--- src/rtl/icache_pkg.sv ---
// ============================================================================
// icache_pkg : shared types and address-split helpers for the icache_responder
// Revision   : 1.0
// ============================================================================
`default_nettype none

package icache_pkg;

   typedef enum logic [0:0] {
      IDLE   = 1'b0,
      REFILL = 1'b1
   } icache_state_e;

   localparam int unsigned ADDR_W    = 32;
   localparam int unsigned BYTE_BITS = 2;

   function automatic int unsigned word_bits(input int unsigned line_words);
      return $clog2(line_words);
   endfunction

   function automatic int unsigned index_bits(input int unsigned num_lines);
      return $clog2(num_lines);
   endfunction

   function automatic int unsigned tag_bits(input int unsigned line_words,
                                            input int unsigned num_lines);
      return ADDR_W - BYTE_BITS - word_bits(line_words) - index_bits(num_lines);
   endfunction

endpackage

`default_nettype wire

--- src/rtl/icache_array.sv ---
// ============================================================================
// icache_array : tag/valid/data storage, combinational read, synchronous write
// Revision     : 1.0
// ============================================================================
`default_nettype none

module icache_array
   import icache_pkg::*;
#(
   parameter  int unsigned LINE_WORDS = 4,
   parameter  int unsigned NUM_LINES  = 16,
   parameter  int unsigned TAG_W      = 24,
   localparam int unsigned WORD_W     = word_bits(LINE_WORDS),
   localparam int unsigned IDX_W      = index_bits(NUM_LINES)
) (
   input  logic              clk_i,
   input  logic              rst_i,
   input  logic              inv_i,
   input  logic [IDX_W-1:0]  rd_index_i,
   input  logic [WORD_W-1:0] rd_word_i,
   output logic              rd_valid_o,
   output logic [TAG_W-1:0]  rd_tag_o,
   output logic [31:0]       rd_data_o,
   input  logic              wr_en_i,
   input  logic [IDX_W-1:0]  wr_index_i,
   input  logic [WORD_W-1:0] wr_word_i,
   input  logic [31:0]       wr_data_i,
   input  logic              fill_done_i,
   input  logic [TAG_W-1:0]  wr_tag_i
);

   logic [31:0]          data_q [NUM_LINES][LINE_WORDS];
   logic [TAG_W-1:0]     tag_q  [NUM_LINES];
   logic [NUM_LINES-1:0] valid_q;
   logic [NUM_LINES-1:0] valid_d;

   // A completing fill wins over a same-cycle invalidate for its own line.
   always_comb begin
      valid_d = valid_q;
      if (inv_i)
         valid_d = '0;
      if (fill_done_i)
         valid_d[wr_index_i] = 1'b1;
   end

   always_ff @(posedge clk_i) begin
      if (rst_i)
         valid_q <= '0;
      else
         valid_q <= valid_d;
   end

   always_ff @(posedge clk_i) begin
      if (wr_en_i)
         data_q[wr_index_i][wr_word_i] <= wr_data_i;
      if (fill_done_i)
         tag_q[wr_index_i] <= wr_tag_i;
   end

   assign rd_valid_o = valid_q[rd_index_i];
   assign rd_tag_o   = tag_q[rd_index_i];
   assign rd_data_o  = data_q[rd_index_i][rd_word_i];

endmodule

`default_nettype wire

--- src/rtl/icache_responder.sv ---
// ============================================================================
// icache_responder : direct-mapped read-only instruction cache with line refill
//                    Optional hit/miss counters under ICACHE_STATS_EN.
// Revision         : 1.0
// ============================================================================
`default_nettype none

module icache_responder
   import icache_pkg::*;
#(
   parameter int unsigned LINE_WORDS = 4,
   parameter int unsigned NUM_LINES  = 16
) (
   input  logic        clk_i,
   input  logic        rst_i,
   input  logic [31:0] pc_f_i,
   input  logic        inv_i,
   output logic [31:0] instr_f_o,
   output logic        miss_stall_o,
   output logic        mem_req_o,
   output logic [31:0] mem_addr_o,
   input  logic        mem_ready_i,
   input  logic [31:0] mem_rdata_i
`ifdef ICACHE_STATS_EN
   ,
   output logic [31:0] hit_count_o,
   output logic [31:0] miss_count_o
`endif
);

   localparam int unsigned WORD_W = word_bits(LINE_WORDS);
   localparam int unsigned IDX_W  = index_bits(NUM_LINES);
   localparam int unsigned TAG_W  = tag_bits(LINE_WORDS, NUM_LINES);
   localparam int unsigned LINE_W = IDX_W + TAG_W;

   icache_state_e     state_q, state_d;
   logic [WORD_W-1:0] beat_q, beat_d;
   logic [LINE_W-1:0] line_q, line_d;
   logic              mem_req_q, mem_req_d;
   logic [31:0]       mem_addr_q, mem_addr_d;

   logic [WORD_W-1:0] pc_word;
   logic [IDX_W-1:0]  pc_index;
   logic [TAG_W-1:0]  pc_tag;
   logic [LINE_W-1:0] pc_line;
   logic              rd_valid;
   logic [TAG_W-1:0]  rd_tag;
   logic              hit;
   logic              beat_accept;
   logic              last_beat;
   logic              unused_pc;

   assign pc_word   = pc_f_i[BYTE_BITS +: WORD_W];
   assign pc_index  = pc_f_i[BYTE_BITS + WORD_W +: IDX_W];
   assign pc_tag    = pc_f_i[31 -: TAG_W];
   assign pc_line   = pc_f_i[31 -: LINE_W];
   assign unused_pc = ^pc_f_i[1:0];

   assign hit          = (state_q == IDLE) && rd_valid && (rd_tag == pc_tag);
   assign miss_stall_o = !hit;
   assign beat_accept  = (state_q == REFILL) && mem_ready_i;
   assign last_beat    = (beat_q == WORD_W'(LINE_WORDS - 1));
   assign mem_req_o    = mem_req_q;
   assign mem_addr_o   = mem_addr_q;

   icache_array #(
      .LINE_WORDS (LINE_WORDS),
      .NUM_LINES  (NUM_LINES),
      .TAG_W      (TAG_W)
   ) u_array (
      .clk_i       (clk_i),
      .rst_i       (rst_i),
      .inv_i       (inv_i),
      .rd_index_i  (pc_index),
      .rd_word_i   (pc_word),
      .rd_valid_o  (rd_valid),
      .rd_tag_o    (rd_tag),
      .rd_data_o   (instr_f_o),
      .wr_en_i     (beat_accept),
      .wr_index_i  (line_q[IDX_W-1:0]),
      .wr_word_i   (beat_q),
      .wr_data_i   (mem_rdata_i),
      .fill_done_i (beat_accept && last_beat),
      .wr_tag_i    (line_q[LINE_W-1 -: TAG_W])
   );

   // Request and address are precomputed for the next cycle so both leave as flops.
   always_comb begin
      state_d    = state_q;
      beat_d     = beat_q;
      line_d     = line_q;
      mem_req_d  = mem_req_q;
      mem_addr_d = mem_addr_q;
      case (state_q)
         IDLE: begin
            if (!hit) begin
               state_d    = REFILL;
               line_d     = pc_line;
               beat_d     = '0;
               mem_req_d  = 1'b1;
               mem_addr_d = {pc_line, {WORD_W{1'b0}}, 2'b00};
            end
         end
         REFILL: begin
            if (mem_ready_i) begin
               beat_d = beat_q + WORD_W'(1);
               if (last_beat) begin
                  state_d    = IDLE;
                  mem_req_d  = 1'b0;
                  mem_addr_d = '0;
               end else begin
                  mem_addr_d = {line_q, beat_d, 2'b00};
               end
            end
         end
         default: state_d = IDLE;
      endcase
   end

   always_ff @(posedge clk_i) begin
      if (rst_i) begin
         state_q    <= IDLE;
         beat_q     <= '0;
         line_q     <= '0;
         mem_req_q  <= 1'b0;
         mem_addr_q <= '0;
      end else begin
         state_q    <= state_d;
         beat_q     <= beat_d;
         line_q     <= line_d;
         mem_req_q  <= mem_req_d;
         mem_addr_q <= mem_addr_d;
      end
   end

`ifdef ICACHE_STATS_EN
   logic [31:0] hit_count_q, hit_count_d;
   logic [31:0] miss_count_q, miss_count_d;

   always_comb begin
      hit_count_d  = hit_count_q;
      miss_count_d = miss_count_q;
      if (hit && (hit_count_q != '1))
         hit_count_d = hit_count_q + 32'd1;
      if ((state_q == IDLE) && !hit && (miss_count_q != '1))
         miss_count_d = miss_count_q + 32'd1;
   end

   always_ff @(posedge clk_i) begin
      if (rst_i) begin
         hit_count_q  <= '0;
         miss_count_q <= '0;
      end else begin
         hit_count_q  <= hit_count_d;
         miss_count_q <= miss_count_d;
      end
   end

   assign hit_count_o  = hit_count_q;
   assign miss_count_o = miss_count_q;
`endif

endmodule

`default_nettype wire

--- config.mk ---
export PLATFORM = sky130hd
export DESIGN_NAME = icache_responder
export DESIGN_NICKNAME = d
export VERILOG_FILES = /design/src/rtl/icache_pkg.sv /design/src/rtl/icache_array.sv /design/src/rtl/icache_responder.sv
export SDC_FILE = /design/constraint.sdc
export NUM_CORES = 2
export LEC_CHECK = 0
export BUFFER_PORTS_ARGS = -buffer_cell sky130_fd_sc_hd__buf_4
export CAP_MARGIN = 20
export CORE_UTILIZATION = 60
export DETAILED_ROUTE_END_ITERATION = 6
export PLACE_DENSITY = 0.74
export SYNTH_ARGS = -nofsm -noshare
export SYNTH_HDL_FRONTEND = slang
export SYNTH_SLANG_ARGS = --single-unit
--- constraint.sdc ---
create_clock -name clk_i -period 14.2 [get_ports clk_i]
set_clock_uncertainty 0.1 [all_clocks]
set_input_delay 3.55 -clock clk_i [delete_from_list [all_inputs] [get_ports clk_i]]
set_output_delay 3.55 -clock clk_i [all_outputs]
set_load 0.01 [all_outputs]
# == Word-level counts from Yosys, hierarchy flattened ==
# Memory sizes are Yosys's and may differ from the RTL's.
# Index checks and enable logic that the tools add are counted.
# word_totals
mem_bits_rw,2432
in_bits,68
mem_count,2
register_bits,80
# op_classes
n_mux,30
eq_ne,5
bitwise,5
n_lt_le_gt_ge,6
n_addsub,1
reduce_logical,10
# mem_list
memory,depth,width,read_ports,rd_ports_with_merged_regs,write_ports,line_no,source
u_array.data_q,16,128,1,0,1,icache_array.sv:32,logic [31:0] data_q [NUM_LINES][LINE_WORDS];
u_array.tag_q,16,24,1,0,1,icache_array.sv:33,logic [TAG_W-1:0] tag_q [NUM_LINES];
# ops
op,n
two-way mux 32 bit,6
two-way mux 128 bit,1
binary-select mux 32 bit (select 2 bit),1
demux 32 bit (select 2 bit),1
case mux 32 bit (2 select lines),1
two-way mux 16 bit,2
equality test 24 bit,1
bitwise OR 16 bit,1
two-way mux 1 bit,11
< comparator 4 x 5 -> 1 bit (second input constant),2
greater-or-equal comparator 3 bit (second input constant),2
logical AND 1 bit,6
NOT 2 -> 3 bit,2
binary-select mux 1 bit (select 4 bit),1
demux 1 bit (select 4 bit),1
greater-or-equal comparator 4 x 1 -> 1 bit (second input constant),1
two-way mux 2 bit,2
inequality test 2 bit (second input constant),2
case mux 1 bit (2 select lines),2
case mux 2 bit (2 select lines),1
AND reduction 2 bit,2
< comparator 3 x 1 -> 1 bit (second input constant),1
AND reduction 3 bit,1
adder 2 x 1 -> 2 bit (second input constant),1
other kinds (4),5

# == Logic depth before layout (Yosys ltp) ==
# logic_depth
depth_word,6
mapped_depth,17
depth_no_buf,8

# == Hierarchy ==
# From an unflattened synthesis, not the netlist that was laid out.
# unflattened
hier_cells,4328
area_unflattened_um2,96396.2
# modules_own_cells
module,n_inst,area_each_um2,cells_per_inst,seq_area_each_um2
icache_array,1,93404.6,3988,73350.3
icache_responder,1,2991.6,340,1201.2

# == Worst setup path after synthesis ==
# No wires, ideal clock.
# synth_path
kind,input to output
from,input port pc_f_i[4]
to,output port instr_f_o[0]
path_slack_ps,3696
cell_stages,11
t_arrival_ps,6854
required_time_ps,10550
n_path_buf,8
path_cell_list,buf_6 -> buf_8 -> buf_6 -> buf_8 -> buf_4 -> buf_2 -> clkbuf_1 -> buf_1 -> mux4_2 -> mux4_2 -> mux4_2
# synth_via
elab_chain_cells,4
# synth_lines
element,line_no,source
from (decl),icache_responder.sv:16,"input logic [31:0] pc_f_i,"
memory (16 x 128 bit),--,
binary-select mux 32 bit (select 2 bit),icache_array.sv:62,assign rd_data_o = data_q[rd_index_i][rd_word_i];
two-way mux 32 bit (not written as such) (2 in a row),icache_array.sv:62,
to (decl),icache_responder.sv:18,"output logic [31:0] instr_f_o,"
# No other way between the ends. The select of a mux whose other input is x is not followed.

# == Final worst setup path ==
# layout_path
from,input port pc_f_i[4]
to,output port miss_stall_o
# layout_via
elab_chain_cells,5
# layout_lines
element,line_no,source
"parallel branches: the longest is 3 deep, another holds memory (16 x 24 bit)",--,
logical AND 1 bit *,icache_responder.sv:59,assign hit = (state_q == IDLE) && rd_valid && (rd_tag == pc_tag);
logical NOT 1 bit *,--,
to (decl),icache_responder.sv:19,"output logic miss_stall_o,"
# Every way passes the cells marked *. The select of a mux whose other input is x is not followed.

==> metrics.txt <==
# TYPE chip_impl_metric gauge
chip_impl_metric{name="ys_seq_area_frac",unit=""} 0.7659
chip_impl_metric{name="p_leak",unit="nW"} 33.90
chip_impl_metric{name="area_growth",unit="%"} 11.79
chip_impl_metric{name="die_h",unit="um"} 404.8
chip_impl_metric{name="worstPathArrival",unit="ps"} 8110
chip_impl_metric{name="routed-via-count",unit=""} 47390
chip_impl_metric{name="critical_path_peak_fanout",unit=""} 70
chip_impl_metric{name="antenna_violating_nets_post_route",unit=""} 0
chip_impl_metric{name="cts-root-to-sink-buffers",unit=""} 3
chip_impl_info{name="timing.critical_path.to_type",value="output pin"} 1
chip_impl_metric{name="worst-slew-pin-transition",unit="ps"} 1153
chip_impl_metric{name="drt-initial-drc-count",unit=""} 6578
chip_impl_metric{name="mappedNetlistArea",unit="mm2"} 0.09736
chip_impl_metric{name="core_area",unit="mm2"} 0.1608
chip_impl_metric{name="antenna_cells_inserted",unit=""} 0
chip_impl_metric{name="placed_cells",unit=""} 6366
chip_impl_info{name="crit_path_start_kind",value="input pin"} 1
chip_impl_metric{name="clk_pin_slew",unit="ps"} 60
chip_impl_metric{name="critical_path_s_largest_stage_delay",unit="ps"} 860
chip_impl_info{name="root_buffer",value="sky130_fd_sc_hd__clkbuf_16"} 1
chip_impl_metric{name="dp_hpwl",unit="um"} 118300
chip_impl_metric{name="layout_worst_path_cycle_share",unit=""} 0.8281
chip_impl_metric{name="layout_cell_share_with_drive_strength_beyond_1",unit=""} 0.2943
chip_impl_metric{name="hold_buffers",unit=""} 0
chip_impl_metric{name="hold-worst-slack",unit="ps"} 390.3
chip_impl_metric{name="htree_num_levels",unit=""} 4
chip_impl_metric{name="filler_cell_count",unit=""} 9661
chip_impl_metric{name="cts_setup_buffers",unit=""} 0
chip_impl_metric{name="slew_violations",unit=""} 0
chip_impl_metric{name="grt_pass1_wl",unit="um"} 336400
chip_impl_metric{name="total_power",unit="W"} 0.01509
chip_impl_info{name="cpMostUsedCell",value="sky130_fd_sc_hd__buf_4"} 1
chip_impl_metric{name="floorplan.initialDensity",unit=""} 0.6057
chip_impl_metric{name="setup-tns-final",unit="ps"} 0
chip_impl_metric{name="area.sequential",unit="mm2"} 0.07458
chip_impl_metric{name="clk_latency",unit="ps"} 900
chip_impl_metric{name="irDropWorstVdd",unit="V"} 0.0001306
chip_impl_info{name="timing_worst_setup_path_type",value="in2out"} 1
chip_impl_metric{name="routed_via_density",unit=""} 6.961
chip_impl_metric{name="synth_edf_count",unit=""} 2432
chip_impl_info{name="cpMaxStageDelayCell",value="sky130_fd_sc_hd__buf_4"} 1
chip_impl_metric{name="cts-buffers-inserted",unit=""} 236
chip_impl_metric{name="final_core_utilization",unit=""} 0.6770
chip_impl_info{name="tritoncts",value="done"} 1
chip_impl_metric{name="synth_area_per_cell",unit="um2"} 23.02
chip_impl_metric{name="std_cell_rows",unit=""} 147
chip_impl_info{name="min-delay-path-class",value="reg2reg"} 1
chip_impl_metric{name="worst-endpoint-required",unit="ps"} 10550
chip_impl_info{name="series_of_cell_instances_along_the_critical_path",value="buf_8 -> buf_4 -> mux4_1 -> nand2_1 -> nor2_1 -> a2111oi_0 -> a31oi_1 -> nor4_1 -> nand3_1 -> buf_4"} 1
chip_impl_info{name="most-common-layout-cells",value="2432 x sky130_fd_sc_hd__edfxtp_1, 720 x sky130_fd_sc_hd__mux4_2, 240 x sky130_fd_sc_hd__clkbuf_16"} 1
chip_impl_metric{name="grt_use_total",unit=""} 0.2929
chip_impl_metric{name="multi_input_area",unit="mm2"} 0.02200
chip_impl_metric{name="final-hold-violation-count",unit=""} 0
chip_impl_info{name="rsz0062_at_grt",value="false"} 1
chip_impl_metric{name="power.density",unit="mW/mm2"} 138.6
chip_impl_metric{name="postRouteWirelength",unit="um"} 236900
chip_impl_metric{name="asyncSetResetFlopFracSynth",unit=""} 0
chip_impl_metric{name="maximum_number_of_pins_on_one_net_before_global_route_repair",unit=""} 131
chip_impl_metric{name="synthDistinctLibCells",unit=""} 69
chip_impl_metric{name="timing.fmax",unit="MHz"} 85.04
chip_impl_metric{name="setup_viol_count_final",unit=""} 0
chip_impl_metric{name="drtPass1Iterations",unit=""} 5
chip_impl_metric{name="yosys_warnings",unit=""} 0
chip_impl_metric{name="cts_repair_resized_insts",unit=""} 0
chip_impl_metric{name="worst_slew_margin_relative_to_its_limit",unit=""} 0.2310
chip_impl_metric{name="final_nets",unit=""} 4519
chip_impl_info{name="layout.cells.most_common",value="sky130_fd_sc_hd__edfxtp_1"} 1
chip_impl_metric{name="post_synth_inst_count",unit=""} 4229
chip_impl_metric{name="grt_antenna_before_repair",unit=""} 7
chip_impl_metric{name="via_count_of_the_first_global_routing_pass",unit=""} 47190
chip_impl_info{name="run_status",value="complete, no violations"} 1
chip_impl_metric{name="routabilityCongestion",unit=""} 0.8408
chip_impl_info{name="synth-main-ff-cell",value="sky130_fd_sc_hd__edfxtp_1"} 1
chip_impl_metric{name="synth_seq_cells",unit=""} 2509
chip_impl_metric{name="drt-wirelength-per-cell",unit="um"} 34.80
chip_impl_metric{name="design.die.area",unit="mm2"} 0.1639
chip_impl_metric{name="grt_overflow",unit=""} 0
chip_impl_metric{name="cts.sinks",unit=""} 2509
chip_impl_metric{name="pin_count",unit=""} 134
chip_impl_metric{name="cap_viol_max_count",unit=""} 0
chip_impl_metric{name="buffer_ports.inserted",unit=""} 129
chip_impl_metric{name="finalCriticalPeriod",unit="ps"} 11760
chip_impl_metric{name="post-route-drc-count",unit=""} 0
chip_impl_metric{name="fin_cells",unit=""} 6808
chip_impl_metric{name="chipWidth",unit="um"} 404.8
## report_power, final
group | switching, W | internal (W) | total [W]
combinational | 0.000440 | 0.000317 | 0.000757
sequential | 0.0000504 | 0.00816 | 0.00821
clock | 0.00272 | 0.00340 | 0.00612
total | 0.00321 | 0.0119 | 0.0151
## cell usage after synthesis, drive strengths merged (29+ instances only)
cell type  instances  share of area
edfxtp          2432           0.75
mux4             742           0.17
clkbuf           134         0.0052
nor2             127         0.0049
buf              124         0.0076
dfxtp             77          0.016
mux2i             75         0.0077
nand2             75         0.0029
o21ai             39         0.0020
a21oi             32         0.0016
nand2b            31         0.0020
o311ai            29         0.0026
## final cells by class
cell class | count | area share
Sequential cell | 2509 | 0.6852
Multi-Input combinational cell | 1452 | 0.2021
Clock buffer | 287 | 0.05707
Tap cell | 2160 | 0.02483
Timing Repair Buffer | 237 | 0.01845
Clock inverter | 152 | 0.01190
Inverter | 11 | 0.0004024
## per-layer routing
layer  vias to the layer above  routed length (um)  global-route usage
li1                      18610                   -                   -
met1                     25330               88780              0.4124
met2                      3015              116900              0.4718
met3                       424               23490             0.05467
met4                         6                7668             0.09443
met5                         -                  31                   0
## critical path, delay by kind of cell
family	cells	cell delay (ps)
compound gates	2	850
buf+inv	3	1750
mux	1	670
simple gates	4	1210
## logic make-up (layout without fill, tap and decap cells)
kind of cell	count (synthesis)	in the layout	share of synthesized area
other	1	2	0.00003852
DFF	2509	2509	0.7659
AOI/OAI and AO/OA	254	254	0.01952
muxes	829	829	0.1816
xor gates and xnor gates	21	21	0.001889
buffers and inverters	269	687	0.01317
adders and majority gates	4	4	0.0005141
and+or+nand+nor	342	342	0.01735
## registers in the layout, indices dropped and copies added, names as in the netlist
register	cells
beat_q	1
line_q	28
mem_addr_o	30
mem_req_o	1
u_array.tag_q	384
u_array.data_q	2048
u_array.valid_q	16
state_q	1
## path summary, 6_finish.rpt
kind / slack [ps] / cells after the start / endpoint / start
setup / recovery: 2440 / 10 / miss_stall_o / pc_f_i[4]
hold / removal: 390 / 2 / u_array.valid_q[5] / u_array.valid_q[5]
setup reg to reg: 9970 / 10 / mem_addr_o[19] / u_array.tag_q[3][7]
hold reg to reg: 390 / 2 / u_array.valid_q[5] / u_array.valid_q[5]
## metrics by stage
| step | setup WS (ps) | cell area (um2) |
|---|---|---|
| 6_report | 2441 | 108800 |
| 5_1_grt | 2124 | 108800 |
| 4_1_cts | 2566 | 108800 |
| 3_5_place_dp | 2556 | 101300 |
| 3_3_place_gp | 2649 | 101200 |
| 2_1_floorplan | 3696 | 97360 |
Power figures use the tool's default switching activity.
